`config.mk`:
```
export PLATFORM = sky130hd
export DESIGN_NAME = num_entry_ctrl_flat
export DESIGN_NICKNAME = d
export VERILOG_FILES = /design/src/rtl/num_entry_ctrl_pkg.sv /design/src/rtl/num_entry_ctrl_if.sv /design/src/rtl/num_entry_ctrl_digit_accum.sv /design/src/rtl/num_entry_ctrl.sv /design/src/flat_wrapper.sv
export SDC_FILE = /design/constraint.sdc
export NUM_CORES = 1
export LEC_CHECK = 0
export CORE_ASPECT_RATIO = 0.5
export CORE_MARGIN = 3
export CORE_UTILIZATION = 31
export DETAILED_ROUTE_END_ITERATION = 8
export GPL_TIMING_DRIVEN = 0
export MAX_ROUTING_LAYER = met4
export PLACE_DENSITY_LB_ADDON = 0.1
export REMOVE_ABC_BUFFERS = 1
export SKIP_CTS_REPAIR_TIMING = 1
export SYNTH_ARGS = -nofsm -noshare
export SYNTH_HDL_FRONTEND = slang
export SYNTH_HIERARCHICAL = 1
export SYNTH_SLANG_ARGS = --single-unit
```
`constraint.sdc`:
```
create_clock -name clk -period 2.65 [get_ports clk]
set_input_delay 0.3975 -clock clk [delete_from_list [all_inputs] [get_ports clk]]
set_output_delay 0.3975 -clock clk [all_outputs]
set_load 0.05 [all_outputs]
```
`src/rtl/num_entry_ctrl_pkg.sv`:
```
// Shared constants and helpers for the two-operand keypad entry sequencer.
package num_entry_ctrl_pkg;

  localparam int NUM_BIT_WIDTH     = 4;
  localparam int NUM_OUT_BIT_WIDTH = 8;

  localparam logic [1:0] S_ENTER_A = 2'd0;
  localparam logic [1:0] S_ENTER_B = 2'd1;
  localparam logic [1:0] S_DONE    = 2'd2;

  localparam logic [NUM_BIT_WIDTH-1:0] KEY_ENTER = 4'hA;
  localparam logic [NUM_BIT_WIDTH-1:0] KEY_CLEAR = 4'hB;

  function automatic logic isDigit(input logic [NUM_BIT_WIDTH-1:0] code);
    return (code <= 4'd9);
  endfunction

  // tens*10 built from shifts so no multiplier is inferred; max result is 99.
  function automatic logic [NUM_OUT_BIT_WIDTH-1:0] bcdToBin(
    input logic [NUM_BIT_WIDTH-1:0] tens,
    input logic [NUM_BIT_WIDTH-1:0] unit
  );
    logic [NUM_OUT_BIT_WIDTH-1:0] tensExt;
    tensExt = {4'b0000, tens};
    return (tensExt << 3) + (tensExt << 1) + {4'b0000, unit};
  endfunction

endpackage

```
`src/rtl/num_entry_ctrl_if.sv`:
```
// Key-event input, operand handshake and display/debug outputs of num_entry_ctrl.
interface num_entry_ctrl_if;
  import num_entry_ctrl_pkg::*;

  logic                         key_valid;
  logic [NUM_BIT_WIDTH-1:0]     key_code;
  logic                         ops_ready;
  logic                         ops_valid;
  logic [NUM_OUT_BIT_WIDTH-1:0] op_a;
  logic [NUM_OUT_BIT_WIDTH-1:0] op_b;
  logic [NUM_BIT_WIDTH-1:0]     disp_tens;
  logic [NUM_BIT_WIDTH-1:0]     disp_unit;
  logic [1:0]                   state;
  logic                         key_err;

  modport master (
    output key_valid, key_code, ops_ready,
    input  ops_valid, op_a, op_b, disp_tens, disp_unit, state, key_err
  );

  modport slave (
    input  key_valid, key_code, ops_ready,
    output ops_valid, op_a, op_b, disp_tens, disp_unit, state, key_err
  );
endinterface

```
`src/rtl/num_entry_ctrl_digit_accum.sv`:
```
// Two-digit BCD shift register: new digits enter the units place, a third digit is refused.
module digit_accum
  import num_entry_ctrl_pkg::*;
(
  input  logic                         clk,
  input  logic                         rst_n,
  input  logic                         clear_i,
  input  logic                         load_i,
  input  logic [NUM_BIT_WIDTH-1:0]     digit_i,
  output logic [NUM_BIT_WIDTH-1:0]     tens_o,
  output logic [NUM_BIT_WIDTH-1:0]     unit_o,
  output logic [1:0]                   count_o,
  output logic                         full_o,
  output logic [NUM_OUT_BIT_WIDTH-1:0] value_o
);

  logic [NUM_BIT_WIDTH-1:0] tens_q, tens_d;
  logic [NUM_BIT_WIDTH-1:0] unit_q, unit_d;
  logic [1:0]               count_q, count_d;

  always_comb begin
    tens_d  = tens_q;
    unit_d  = unit_q;
    count_d = count_q;
    if (clear_i) begin
      tens_d  = '0;
      unit_d  = '0;
      count_d = 2'd0;
    end else if (load_i && (count_q != 2'd2)) begin
      tens_d  = (count_q == 2'd0) ? '0 : unit_q;
      unit_d  = digit_i;
      count_d = count_q + 2'd1;
    end
  end

  always_ff @(posedge clk or negedge rst_n) begin
    if (!rst_n) begin
      tens_q  <= '0;
      unit_q  <= '0;
      count_q <= 2'd0;
    end else begin
      tens_q  <= tens_d;
      unit_q  <= unit_d;
      count_q <= count_d;
    end
  end

  assign tens_o  = tens_q;
  assign unit_o  = unit_q;
  assign count_o = count_q;
  assign full_o  = (count_q == 2'd2);
  assign value_o = bcdToBin(tens_q, unit_q);

endmodule

```
`src/rtl/num_entry_ctrl.sv`:
```
// Keypad operand sequencer: collects A then B, offers both with valid/ready, auto-clears when idle.
module num_entry_ctrl
  import num_entry_ctrl_pkg::*;
#(
  parameter int TIMEOUT_CYCLES = 100_000_000,
  parameter int TO_W           = 27
) (
  input  logic               clk,
  input  logic               rst_n,
  num_entry_ctrl_if.slave    bus
);

  logic [1:0]                   state_q, state_d;
  logic [NUM_OUT_BIT_WIDTH-1:0] opA_q, opA_d;
  logic [NUM_OUT_BIT_WIDTH-1:0] opB_q, opB_d;
  logic                         opsValid_q, opsValid_d;
  logic                         keyErr_q, keyErr_d;
  logic [TO_W-1:0]              timer_q, timer_d;

  logic                         accLoad, accClear, accFull;
  logic [1:0]                   accCount;
  logic [NUM_BIT_WIDTH-1:0]     accTens, accUnit;
  logic [NUM_OUT_BIT_WIDTH-1:0] accValue;

  logic transfer, inEntry, timerRun, timeoutHit, clearAll;

  digit_accum u_accum (
    .clk     (clk),
    .rst_n   (rst_n),
    .clear_i (accClear),
    .load_i  (accLoad),
    .digit_i (bus.key_code),
    .tens_o  (accTens),
    .unit_o  (accUnit),
    .count_o (accCount),
    .full_o  (accFull),
    .value_o (accValue)
  );

  // Idle timer only runs while something is partially entered; any key restarts it.
  always_comb begin
    transfer   = opsValid_q && bus.ops_ready;
    inEntry    = (state_q == S_ENTER_A) || (state_q == S_ENTER_B);
    timerRun   = ((state_q == S_ENTER_A) && (accCount != 2'd0)) || (state_q == S_ENTER_B);
    timeoutHit = (TIMEOUT_CYCLES != 0) && timerRun && !bus.key_valid &&
                 (timer_q == TO_W'(TIMEOUT_CYCLES - 1));
    clearAll   = (bus.key_valid && (bus.key_code == KEY_CLEAR)) || timeoutHit;
  end

  always_comb begin
    state_d    = state_q;
    opA_d      = opA_q;
    opB_d      = opB_q;
    opsValid_d = opsValid_q;
    keyErr_d   = 1'b0;
    accLoad    = 1'b0;
    accClear   = 1'b0;
    timer_d    = (bus.key_valid || !timerRun) ? '0 : timer_q + 1'b1;

    if (state_q == 2'd3) begin
      state_d = S_ENTER_A;
    end

    if (transfer) begin
      opsValid_d = 1'b0;
      state_d    = S_ENTER_A;
    end

    if (bus.key_valid && inEntry) begin
      if (isDigit(bus.key_code)) begin
        if (accFull) begin
          keyErr_d = 1'b1;
        end else begin
          accLoad = 1'b1;
        end
      end else if (bus.key_code == KEY_ENTER) begin
        accClear = 1'b1;
        if (state_q == S_ENTER_A) begin
          opA_d   = accValue;
          state_d = S_ENTER_B;
        end else begin
          opB_d      = accValue;
          state_d    = S_DONE;
          opsValid_d = 1'b1;
        end
      end else if (bus.key_code != KEY_CLEAR) begin
        keyErr_d = 1'b1;
      end
    end

    // CLEAR (or its timeout twin) overrides everything, including a same-cycle transfer.
    if (clearAll) begin
      accClear   = 1'b1;
      accLoad    = 1'b0;
      opA_d      = '0;
      opB_d      = '0;
      opsValid_d = 1'b0;
      state_d    = S_ENTER_A;
      timer_d    = '0;
    end
  end

  always_ff @(posedge clk or negedge rst_n) begin
    if (!rst_n) begin
      state_q    <= S_ENTER_A;
      opA_q      <= '0;
      opB_q      <= '0;
      opsValid_q <= 1'b0;
      keyErr_q   <= 1'b0;
      timer_q    <= '0;
    end else begin
      state_q    <= state_d;
      opA_q      <= opA_d;
      opB_q      <= opB_d;
      opsValid_q <= opsValid_d;
      keyErr_q   <= keyErr_d;
      timer_q    <= timer_d;
    end
  end

  assign bus.ops_valid = opsValid_q;
  assign bus.op_a      = opA_q;
  assign bus.op_b      = opB_q;
  assign bus.disp_tens = accTens;
  assign bus.disp_unit = accUnit;
  assign bus.state     = state_q;
  assign bus.key_err   = keyErr_q;

endmodule

```
`src/flat_wrapper.sv`:
```
// flat-port wrapper written by rule: the top's interface ports become plain ports
module num_entry_ctrl_flat import num_entry_ctrl_pkg::*;
#(
  parameter int TIMEOUT_CYCLES = 100_000_000,
  parameter int TO_W           = 27
)
  (clk, rst_n, bus_key_valid, bus_key_code, bus_ops_ready, bus_ops_valid, bus_op_a, bus_op_b, bus_disp_tens, bus_disp_unit, bus_state, bus_key_err);
  num_entry_ctrl_if bus_i ();
  input  logic clk;
  input  logic rst_n;
  input wire logic [$bits(bus_i.key_valid)-1:0] bus_key_valid;
  input wire logic [$bits(bus_i.key_code)-1:0] bus_key_code;
  input wire logic [$bits(bus_i.ops_ready)-1:0] bus_ops_ready;
  output wire logic [$bits(bus_i.ops_valid)-1:0] bus_ops_valid;
  output wire logic [$bits(bus_i.op_a)-1:0] bus_op_a;
  output wire logic [$bits(bus_i.op_b)-1:0] bus_op_b;
  output wire logic [$bits(bus_i.disp_tens)-1:0] bus_disp_tens;
  output wire logic [$bits(bus_i.disp_unit)-1:0] bus_disp_unit;
  output wire logic [$bits(bus_i.state)-1:0] bus_state;
  output wire logic [$bits(bus_i.key_err)-1:0] bus_key_err;
  assign bus_i.key_valid = bus_key_valid;
  assign bus_i.key_code = bus_key_code;
  assign bus_i.ops_ready = bus_ops_ready;
  assign bus_ops_valid = bus_i.ops_valid;
  assign bus_op_a = bus_i.op_a;
  assign bus_op_b = bus_i.op_b;
  assign bus_disp_tens = bus_i.disp_tens;
  assign bus_disp_unit = bus_i.disp_unit;
  assign bus_state = bus_i.state;
  assign bus_key_err = bus_i.key_err;
  num_entry_ctrl #(.TIMEOUT_CYCLES(TIMEOUT_CYCLES), .TO_W(TO_W)) u_core (.clk(clk), .rst_n(rst_n), .bus(bus_i));
endmodule
```
# == Word-level counts from Yosys, hierarchy flattened ==
# Index checks and enable logic that the tools add are counted.
# op_classes
muxes,45
add_sub_neg,4
n_reduce_logical,22
eq_ne,10
n_lt_le_gt_ge,1
# ops
op,n
$mux 8,10
$mux 27,2
$add 27x1->27 const B,1
$eq 27x27->1 const B,1
$mux 4,5
$mux 1,19
$mux 2,9
$reduce_bool 2->1,5
$add 7x5->8,1
$add 8x4->8,1
$eq 4x4->1 const B,2
$reduce_and 4->1,2
$logic_and 1x1->1,7
$eq 2x2->1 const B,2
$le 4x4->1 const B,1
$logic_not 2->1,2
$logic_or 1x1->1,4
$ne 2x1->1 const B,2
$ne 4x4->1 const B,1
$add 2x1->2 const B,1
$eq 2x1->1 const B,1
$logic_not 1->1,2
$ne 2x2->1 const B,1
# totals
in_bits,8
elab_cells,91
output_inout_bits,28
ff_bits,57

# == Logic depth before layout (Yosys ltp) ==
# Gate-level depths: netlist of run 1.
# depth
depth_word,10
ltp_mapped,10
ltp_nobuf,9

# == Modules after synthesis ==
# Netlist of run 1, hierarchy kept.
# modules_own_cells
module,area_per_inst_um2,cells_each,n_inst
num_entry_ctrl,2319.7,245,1
digit_accum,681.9,73,1

# == Least setup slack after synthesis of run 1 ==
# OpenSTA, ideal clock, no wires.
# synth_timing
kind,reg-to-reg
from,"reg u_core.state_q[0], in the netlist u_core/bus.state[0]"
to,"reg u_core.u_accum.count_q[0], in the netlist u_core/u_accum/count_o[0]"
path_buffers,4
slack_ns,-0.098
stages_incl_launch_ff,11
required_ns,2.518
setup_ns,0.132
arrival_time_ns,2.616
path_cell_list,dfrtp_1 buf_4 nor3_1 or3_4 or4_1 buf_2 o21ai_2 buf_4 nand2b_1 buf_1 nor2_1
# synth_rtl
item,line,source
start: declaration,num_entry_ctrl.sv:13,"logic [1:0] state_q, state_d;"
start signal: assignment,num_entry_ctrl.sv:112,state_q <= state_d;
$logic_not 2->1,"num_entry_ctrl.sv:43, num_entry_ctrl.sv:44",
$logic_and 1x1->1,num_entry_ctrl.sv:44,timerRun = ((state_q == S_ENTER_A) && (accCount != 2'd0)) || (state_q == S_ENTER_B);
$logic_or 1x1->1,num_entry_ctrl.sv:44,
$logic_and 1x1->1 (2 in a row),num_entry_ctrl.sv:45,timeoutHit = (TIMEOUT_CYCLES != 0) && timerRun && !bus.key_valid &&
$logic_or 1x1->1,num_entry_ctrl.sv:47,clearAll = (bus.key_valid && (bus.key_code == KEY_CLEAR)) || timeoutHit;
$mux 1 *,num_entry_ctrl.sv:92,if (clearAll) begin
net u_core.accClear,num_entry_ctrl.sv:20,"logic accLoad, accClear, accFull;"
$mux 2 / $reduce_bool 2->1 (equally long branches),n/a,
end signal: assignment,num_entry_ctrl_digit_accum.sv:44,count_q <= count_d;
end: declaration,num_entry_ctrl_digit_accum.sv:19,"logic [1:0] count_q, count_d;"
# The timed path passes the listed nets; every way through them passes the cells marked *.
# A chain may end at the register's enable or synchronous reset.

# == Worst setup path in the final report of run 1 ==
# layout_timing
from,in bus_key_valid
to,"reg u_core.u_accum.count_q[0], in the netlist u_core/u_accum/count_o[0]"
# layout_rtl
item,line,source
start: declaration,flat_wrapper.sv:11,input wire logic [$bits(bus_i.key_valid)-1:0] bus_key_valid;
$logic_not 1->1,num_entry_ctrl.sv:45,
$logic_and 1x1->1 (2 in a row),num_entry_ctrl.sv:45,
$logic_or 1x1->1,num_entry_ctrl.sv:47,
$mux 1 *,num_entry_ctrl.sv:92,
net u_core.accClear,num_entry_ctrl.sv:20,
$mux 2 / $reduce_bool 2->1 (equally long branches),n/a,
# Marks and branches as above.

==> results of run 1 <==
==> state kept, by name, indices dropped and copies added, names as in the netlist <==
register / cells
u_core/u_accum/tens_o: 4
u_core/bus.key_err: 1
u_core/bus.op_a: 8
u_core/bus.ops_valid: 1
u_core/timer_q: 27
u_core/bus.op_b: 8
u_core/bus.state: 2
u_core/u_accum/count_o: 2
u_core/u_accum/unit_o: 4
==> critical path, delay by kind of cell <==
family	cells	cell delay, ps
AO/OA/AOI/OAI	1	300
AND/OR/NAND/NOR	4	1550
buffers and inverters	1	450
==> worst max-delay path by stage <==
stage	to	slack, ps	cells after the start
6_report	u_core/u_accum/count_o[0]	140	6
3_3_place_gp	u_core/u_accum/count_o[0]	-820	6
4_1_cts	u_core/u_accum/count_o[0]	-550	6
5_1_grt	u_core/u_accum/count_o[0]	40	6
2_1_floorplan	u_core/u_accum/count_o[0]	-270	6
3_5_place_dp	u_core/u_accum/count_o[1]	-880	6
==> logic make-up after synthesis <==
family | synth area share, %
muxes | 3.00
xor gates and xnor gates | 6.13
buffers and inverters | 4.09
and+or+nand+nor | 24.7
adders and majority gates | 5.50
AOI/OAI and AO/OA | 9.05
DFF | 47.5
==> metal layers <==
metal,part of all wire (%),GRT usage (%)
met1,50,16.6
met2,46,22.2
met3,3.5,4.40
met4,0.64,3.05
met5,0,-
==> cell usage after synthesis (all sizes together) (3+ instances only) <==
cell type and n:
a21oi 23, xnor2 12, mux2i 9, nor4b 3
buf 10, nor4 4, nand3 12, xor2 9
nor3 6, dfrtp 57, and2 4, nor2 40
nand2b 4, or3 5, and4 4, ha 10
o21ai 12, inv 12, nand3b 3, nand2 46
and3 4, nand4 8, or4 3
==> per-stage QoR <==
stage                     area (sq um)  total power [W]  setup WS (ps)  utilization (%)  instances
after floorplan                   2920          0.00193           -266                -        306
after global placement            3440          0.00232           -823             37.9        471
after detailed placement          3450          0.00234           -878             38.1        472
after CTS                         3730          0.00341           -552             41.1        488
after global routing              3750          0.00356           40.0             41.3        489
final                             3750          0.00335            142             41.3        489
==> layout make-up <==
cell class                      instances  area, sq um  share of cell area (%)
Clock buffer                           13          260                    6.94
Multi-Input combinational cell        238         1480                    39.3
Timing Repair Buffer                   36          365                    9.74
Sequential cell                        57         1430                    38.0
Inverter                               12         45.0                    1.20
Tap cell                              130          163                    4.34
Clock inverter                          3         15.0                   0.400
==> power by group through the flow <==
stage	combinational (W)	clock, W	sequential (W)
2_1_floorplan	0.000459	0	0.00147
3_3_place_gp	0.00119	0	0.00114
3_5_place_dp	0.00120	0	0.00114
4_1_cts	0.00120	0.00108	0.00113
5_1_grt	0.00129	0.00113	0.00115
6_report	0.00119	0.00104	0.00112
==> out/metrics.cfg, run 1 <==
[die]
ios=36
rows=24
initial_core_util_pct=33.1
die_area_sq_mm=0.0110
die_y_um=75.6
core-area_sq_mm=0.00907
dieWidth_um=145

[final_layout]
drive_above_1_share_pct=7.24
area_growth_pct=24.9
final_cell_mix=dfrtp_1 (57), nand2_1 (46), nor2_1 (39)
fill_cells=890
final_common_cell=dfrtp_1
nets=374
num_antenna_cells=0

[grt]
grt_pass1_vias=2363
grt_overflow=0
gr-usage-all-layers_pct=13.5
grt_start_max_net_pins=30
antenna_found_initial=0
grt_pass1_wl_um=11500

[detailed_routing]
wl_per_cell_um=14.1
drtIter0Drc=152
detail-route-antenna-nets=0
wl_um=6890
drc=0
viasPerCell=4.89
dr.pass1.iters=4
via_count=2389

[placed_design]
dp_hpwl_um=4810
gp_congestion=0.780
port_buffers=35

[outcome]
status=finished, final reports clean

[power_and_ir_drop]
ir_drop_v=0.000326
p_leak_nw=1.55
power_frac_seq_pct=33.5
power_frac_comb_pct=35.4
swShare_pct=37.6
switchingPower_w=0.00126
power.share.clock_pct=31.2
p_int_w=0.00209
powerDensity_mw_per_mm2=895

[clock_network]
cts_tree=done
insertion_delay_ps=320
root_buffer=clkbuf_16
clock_path_buffers=2
htreeDepth=3
clock_sinks=57
cts_buffers=9
clk_pin_slew_worst_paths_ps=50

[worst_setup_path]
worstPathRequired_ps=2840
crit_path_start_kind=input port
cpPeakStageDelay_ps=690
reg2reg_depth=6
worstSetupPathType=input port to flop
critPathArrivalTime_ps=2700
path_cells=clkdlybuf4s50_1 -> or3_4 -> or4_4 -> o21ai_4 -> nand2b_2 -> nor2_1
end_kind=flop
r2r-end=u_core/u_accum/count_o[0]
r2r_start=u_core/bus.state[0]
crit_fanout=13
startpoint=bus_key_valid
cp_slowest_cell=or4_4
r2r_slack_ps=150

[sta]
slew_headroom_pct=33.2
rsz0062_at_grt=false
worstMarginPinSlew_ps=994
setup_tns_ps=0
hold_viol_final=0
max_freq_mhz=399
min_period_ps=2510
hold_ws_ps=136
fin_skew_ps=7.19
setup_violations=0
maxSlewViolCount=0
period_share_pct=94.7

[synth]
yosys_warnings=6
syn_area_sq_mm=0.00300
netlist.top_cell.by_area=dfrtp_1
syn_area_per_cell_sq_um=9.44
synthCells=318
synth_edf_count=0
synth_top_area_share_pct=47.5
synth.distinct_cells=44
synth_async_sr_flop_share_pct=100
ys_seq_elements=57
ys.flop_type=dfrtp_1
yosysSeqAreaShare_pct=47.5
yosys-top-cells-area=dfrtp_1 (48%), nand2_1 (5.8%), nor2_1 (4.9%)

[run]
max-cap-violations=0

[min_path]
min_path_type=input port to async pin

No activity file was read; power rests on OpenSTA's default activity.
==> run 2, diff against run 1 <==
--- a/config.mk
+++ b/config.mk
@@ -5,11 +5,14 @@
 export SDC_FILE = /design/constraint.sdc
 export NUM_CORES = 1
 export LEC_CHECK = 0
+export CELL_PAD_IN_SITES_DETAIL_PLACEMENT = 0
+export CELL_PAD_IN_SITES_GLOBAL_PLACEMENT = 1
 export CORE_ASPECT_RATIO = 0.5
 export CORE_MARGIN = 3
 export CORE_UTILIZATION = 31
 export DETAILED_ROUTE_END_ITERATION = 8
 export GPL_TIMING_DRIVEN = 0
+export HOLD_SLACK_MARGIN = 0.1
 export MAX_ROUTING_LAYER = met4
 export PLACE_DENSITY_LB_ADDON = 0.1
 export REMOVE_ABC_BUFFERS = 1
==> run 2 against run 1 <==
Effect of this change:
- register-to-register slack about the same
- global-route usage is 0.92 points higher
- sequential power about the same
- worst setup slack better by 16 ps
- critical path type is now flop to flop
- critical endpoint unchanged
- largest power group unchanged
==> out/metrics.cfg, run 2 (synthesized netlist as in run 1, its figures left out) <==
[power_and_ir_drop]
p_leak_nw=1.54  ; -0.68%
powerDensity_mw_per_mm2=896  ; +0.18%
ir_drop_v=0.000273  ; -16%

[sta]
worstMarginPinSlew_ps=1010  ; +17.5 ps
hold_viol_final=0  ; unchanged
fin_ws_ps=157  ; +15.5 ps
slew_headroom_pct=32.0  ; -1.2 points
fin_skew_ps=2.71  ; -4.48 ps
max_freq_mhz=401  ; +0.62%
min_period_ps=2490  ; -15.5 ps
period_share_pct=94.1  ; -0.58 points
setup_violations=0  ; unchanged
maxSlewViolCount=0  ; unchanged
rsz0062_at_grt=false

[outcome]
status=finished, final reports clean

[final_layout]
final_common_cell=dfrtp_1
nets=374  ; unchanged
area_growth_pct=24.6
num_antenna_cells=0  ; unchanged
regArea_sq_mm=0.00143  ; unchanged
drive_above_1_share_pct=6.44  ; -0.80 points
multiInputGateArea_sq_mm=0.00148  ; unchanged
regMostFlops=u_core/timer_q
stdcell_area_sq_mm=0.00374  ; -0.30%
fill_cells=913  ; +2.6%
final_util_pct=41.2  ; -0.12 points
largest_reg_flops=27  ; unchanged
final_cell_mix=dfrtp_1 (57), nand2_1 (46), nor2_1 (39)

[detailed_routing]
wl_um=7150  ; +3.8%
via_count=2345  ; -1.8%
dr.pass1.iters=4  ; unchanged
detail-route-antenna-nets=0  ; unchanged
drc=0  ; unchanged
viasPerCell=4.82  ; -1.4%
wl_per_cell_um=14.7  ; +4.3%
drtIter0Drc=127  ; -16%

[worst_setup_path]
crit_fanout=13  ; unchanged
worstPathRequired_ps=2850  ; about the same
end_kind=flop
critPathArrivalTime_ps=2700  ; about the same
crit_path_start_kind=flop
worstSetupPathType=flop to flop

[die]
rows=24  ; unchanged
die_area_sq_mm=0.0110  ; unchanged
ios=36  ; unchanged
die_y_um=75.6  ; unchanged
initial_core_util_pct=33.1  ; unchanged
dieWidth_um=145  ; unchanged
core-area_sq_mm=0.00907  ; unchanged

[placed_design]
dp_slack_ps=-879  ; -1.06 ps
placed_cell_area_sq_mm=0.00345  ; unchanged
dp_hpwl_um=4970  ; +3.3%
port_buffers=35  ; unchanged
gp_congestion=0.786  ; +0.78%

[clock_network]
clk_pin_slew_worst_paths_ps=50  ; about the same
root_buffer=clkbuf_16
cts_buffers=9  ; unchanged
cts_tree=done
insertion_delay_ps=320  ; about the same
clock_path_buffers=2  ; unchanged
htreeDepth=3  ; unchanged
clock_sinks=57  ; unchanged

[grt]
gr-usage-all-layers_pct=14.4  ; +0.92 points
grt_pass1_vias=2354  ; -0.38%
grt_start_max_net_pins=32  ; +6.7%
antenna_found_initial=0  ; unchanged
grt_overflow=0  ; unchanged
grt_pass1_wl_um=11900  ; +3.4%

[run]
max-cap-violations=0  ; unchanged

[min_path]
min_path_type=input port to async pin

[run 2: changes by cell type in the layout (fill, tap and decap cells not counted)]
| cell | previous run | this run |
|---|---|---|
| clkbuf_1 | 2 | 3 |
| clkinv_2 | 3 | 0 |
[run 2: metrics by stage]
stage	hold WS (ps)	TNS, ps	cells	total power [W]
final	112	0	487	0.00335
after global routing	148	0	487	0.00356
after CTS	118	-8640	486	0.00342
after detailed placement	468	-21540	472	0.00235
after global placement	468	-62330	471	0.00234
after floorplan	102	-2840	306	0.00193
[run 2: worst max-delay path, stage by stage (launching register included)]
cell and delay [ps]:
dfrtp_1 480, nor3_1 100, or3_4 430, or4_4 680
o21ai_4 300, nand2b_2 300, nor2_1 80
[run 2: layer usage]
layer  global-route usage (%)  part of all wire (%)  up-vias
li1                         -                     -     1171
met1                     16.4                    48     1112
met2                     23.4                    46       50
met3                     5.41                   4.9       12
met4                     6.31                   1.4        0
met5                        -                     0        -
[run 2: cell type report]
cell class                      instances  area share, %
Multi-Input combinational cell        238           39.5
Sequential cell                        57           38.2
Timing Repair Buffer                   36           9.77
Clock buffer                           14           7.06
Tap cell                              130           4.35
Inverter                               12           1.20
[run 2: final timing paths]
path	slack (ps)	end	cells past startpoint	startpoint
min in group clk	490	u_core/timer_q[0]	1	u_core/timer_q[0]
min	110	u_core/bus.op_a[3]	1	rst_n
min reg2reg	490	u_core/timer_q[0]	1	u_core/timer_q[0]
max	160	u_core/u_accum/count_o[0]	6	u_core/bus.state[0]
max in group asynchronous	1930	u_core/timer_q[1]	2	rst_n
max reg2reg	160	u_core/u_accum/count_o[0]	6	u_core/bus.state[0]
[run 2: power by group]
| part | switching (W) | internal [W] |
|---|---|---|
| Clock | 0.000359 | 0.000671 |
| Sequential | 0.000127 | 0.000998 |
| Combinational | 0.000773 | 0.000423 |
| Total | 0.00126 | 0.00209 |
==> run 3, diff against run 2 <==
--- a/config.mk
+++ b/config.mk
@@ -5,6 +5,7 @@
 export SDC_FILE = /design/constraint.sdc
 export NUM_CORES = 1
 export LEC_CHECK = 0
+export ABC_AREA = 1
 export CELL_PAD_IN_SITES_DETAIL_PLACEMENT = 0
 export CELL_PAD_IN_SITES_GLOBAL_PLACEMENT = 1
 export CORE_ASPECT_RATIO = 0.5
==> run 3 against run 2 <==
Effect of this change:
- register-to-register slack gained 340 ps
- combinational power grew 18%
- hold slack gained 15 ps
- largest cell class unchanged
- synthesized area grew 8.0%
- maximum frequency grew 16%
- critical endpoint is now u_core/u_accum/unit_o[0]
==> out/metrics.cfg, run 3 <==
[grt]
gr-usage-all-layers_pct=16.3  ; +1.9 points
grt_pass1_wl_um=14600  ; +23%
antenna_found_initial=0  ; unchanged
grt_overflow=0  ; unchanged
grt_pass1_vias=2860  ; +21%
grt_start_max_net_pins=58  ; +81%

[sta]
hold_ws_ps=127  ; +15.3 ps
max_freq_mhz=463  ; +16%
period_share_pct=81.4  ; -13 points
min_period_ps=2160  ; -335 ps
fin_ws_ps=492  ; +335 ps
worstMarginPinSlew_ps=749  ; -262 ps
setup_violations=0  ; unchanged
rsz0062_at_grt=false
hold_viol_final=0  ; unchanged
maxSlewViolCount=0  ; unchanged
slew_headroom_pct=50.0  ; +18 points
fin_skew_ps=6.17  ; +3.46 ps

[die]
die_area_sq_mm=0.0118  ; +7.5%
rows=25  ; +4.2%
initial_core_util_pct=33.1  ; about the same
dieWidth_um=151  ; +3.8%
ios=36  ; unchanged
core-area_sq_mm=0.00979  ; +8.0%
die_y_um=78.3  ; +3.6%

[synth]
ys.flop_type=dfrtp_1
synth_edf_count=0  ; unchanged
yosysSeqAreaShare_pct=44.0  ; -3.5 points
yosys.area_share.simple_pct=35.9  ; +11 points
synth_top_area_share_pct=44.0  ; -3.5 points
synth_async_sr_flop_share_pct=100  ; unchanged
synth_xor_area_share_pct=3.51  ; -2.6 points
syn_area_sq_mm=0.00324  ; +8.0%
synth.distinct_cells=34  ; -23%
synth_fa_ha_area_share_pct=5.09  ; -0.41 points
yosys_warnings=6  ; unchanged
synth.most_common_cell=nand2_1
netlist.top_cell.by_area=dfrtp_1
synth_compound_area_share_pct=3.59  ; -5.5 points
synthCells=430  ; +35%
synth_top_family_by_area=simple AND/OR/NAND/NOR gates
syn_area_per_cell_sq_um=7.54  ; -20%
yosys-top-cells-area=dfrtp_1 (44%), nand2_1 (15%), nor2_1 (7.8%)
synthMuxAreaShare_pct=0  ; -3.0 points
ys_top_cells_by_count=nand2_1 (129), nor2_1 (67), dfrtp_1 (57), inv_1 (51), nand3_1 (31)
ys_seq_elements=57  ; unchanged

[power_and_ir_drop]
p_leak_nw=1.86  ; +21%
powerDensity_mw_per_mm2=954  ; +6.5%
ir_drop_v=0.000774  ; +180%

[detailed_routing]
drc=0  ; unchanged
dr.pass1.iters=4  ; unchanged
detail-route-antenna-nets=0  ; unchanged
via_count=2741  ; +17%
drtIter0Drc=173  ; +36%
wl_um=8230  ; +15%
wl_per_cell_um=13.5  ; -7.8%
viasPerCell=4.51  ; -6.4%

[final_layout]
drive_above_1_share_pct=7.19  ; +0.75 points
area_growth_pct=24.6  ; about the same
final_common_cell=nand2_1
largest_reg_flops=27  ; unchanged
fill_cells=1053  ; +15%
final_cell_mix=nand2_1 (129), nor2_1 (67), dfrtp_1 (57)
regArea_sq_mm=0.00143  ; unchanged
final_cells=608  ; +25%
regMostFlops=u_core/timer_q
multiInputGateArea_sq_mm=0.00156  ; +5.9%
nets=489  ; +31%
final_util_pct=41.3  ; about the same
num_antenna_cells=0  ; unchanged

[worst_setup_path]
end_kind=flop
worstSetupPathType=input port to flop
path_cells=clkdlybuf4s50_1 -> nand3_1 -> inv_1 -> nand3_1 -> nand3_1 -> inv_1 -> nand2_2 -> inv_2 -> nand2_1 -> nand2_1
crit_path_start_kind=input port
critPathArrivalTime_ps=2380  ; -320 ps
cpPeakStageDelay_ps=500  ; -180 ps
cpMostUsedCell=nand3_1
cp_slowest_cell=clkdlybuf4s50_1
crit_fanout=11  ; -2
worstPathRequired_ps=2870  ; +20 ps

[clock_network]
clock_sinks=57  ; unchanged
cts_buffers=9  ; unchanged
htreeDepth=3  ; unchanged
clk_pin_slew_worst_paths_ps=50  ; about the same
insertion_delay_ps=330  ; about the same
cts_tree=done
clock_path_buffers=2  ; unchanged
root_buffer=clkbuf_16

[placed_design]
dp_hpwl_um=6010  ; +21%
gp_congestion=0.775  ; -1.4%
dp_slack_ps=-133  ; +746 ps
placedCellCount=593  ; +26%
port_buffers=35  ; unchanged

[min_path]
min_path_type=input port to async pin

[run]
max-cap-violations=0  ; unchanged

[outcome]
status=finished, final reports clean

==> run 3: metal layers <==
metal / vias to the layer above / routed length [um] / track usage, %
met5: - / 0 / -
met4: 0 / 82 / 3.80
met3: 9 / 269 / 4.27
met2: 32 / 3500 / 24.3
met1: 1275 / 4370 / 22.3
li1: 1425 / - / -
==> run 3: cells by family (layout without fill, tap and decap cells) <==
logic type / Yosys count / after routing
and+or+nand+nor: 266 / 266
buffers and inverters: 61 / 104
DFF: 57 / 57
AOI/OAI and AO/OA: 21 / 21
xor gates and xnor gates: 13 / 13
adders and majority gates: 12 / 12
==> run 3: critical path: cells and delay by family <==
family                 cells  cell delay, ps
AND/OR/NAND/NOR            6            1190
buffers and inverters      4             780
==> run 3: worst paths after layout <==
check                                          from                  endpoint  slack (ps)  cells past startpoint
setup reg to reg           u_core/u_accum/tens_o[0]        u_core/bus.op_a[6]         500                      9
hold reg to reg                   u_core/timer_q[0]         u_core/timer_q[0]         490                      1
min in group clk                  u_core/timer_q[0]         u_core/timer_q[0]         490                      1
max in group asynchronous                     rst_n        u_core/bus.op_a[7]        2010                      1
hold / removal                                rst_n         u_core/timer_q[5]         130                      1
setup / recovery                    bus_key_code[3]  u_core/u_accum/unit_o[0]         490                     10
==> run 3: power by group <==
part | total [W] | switching [W] | internal, W
Clock | 0.00129 | 0.000395 | 0.000894
Sequential | 0.00115 | 0.000141 | 0.00101
Combinational | 0.00141 | 0.000962 | 0.000448
Total | 0.00385 | 0.00150 | 0.00236
==> run 3: through the flow <==
stage	cell area [sq um]	setup TNS, ps	total power [W]
3_5_place_dp	3700	-919	0.00259
2_1_floorplan	3190	0	0.00209
5_1_grt	4040	0	0.00412
3_3_place_gp	3710	-49910	0.00260
6_report	4040	0	0.00385
4_1_cts	4030	0	0.00390
==> run 3: cell type report <==
type | count | area share (%)
inverter | 54 | 5.02
sequential | 57 | 35.3
multi-input combinational | 312 | 38.7
clock buffer | 13 | 6.69
clock inverter | 2 | 1.49
tap | 135 | 4.18
timing repair buffer | 35 | 8.61
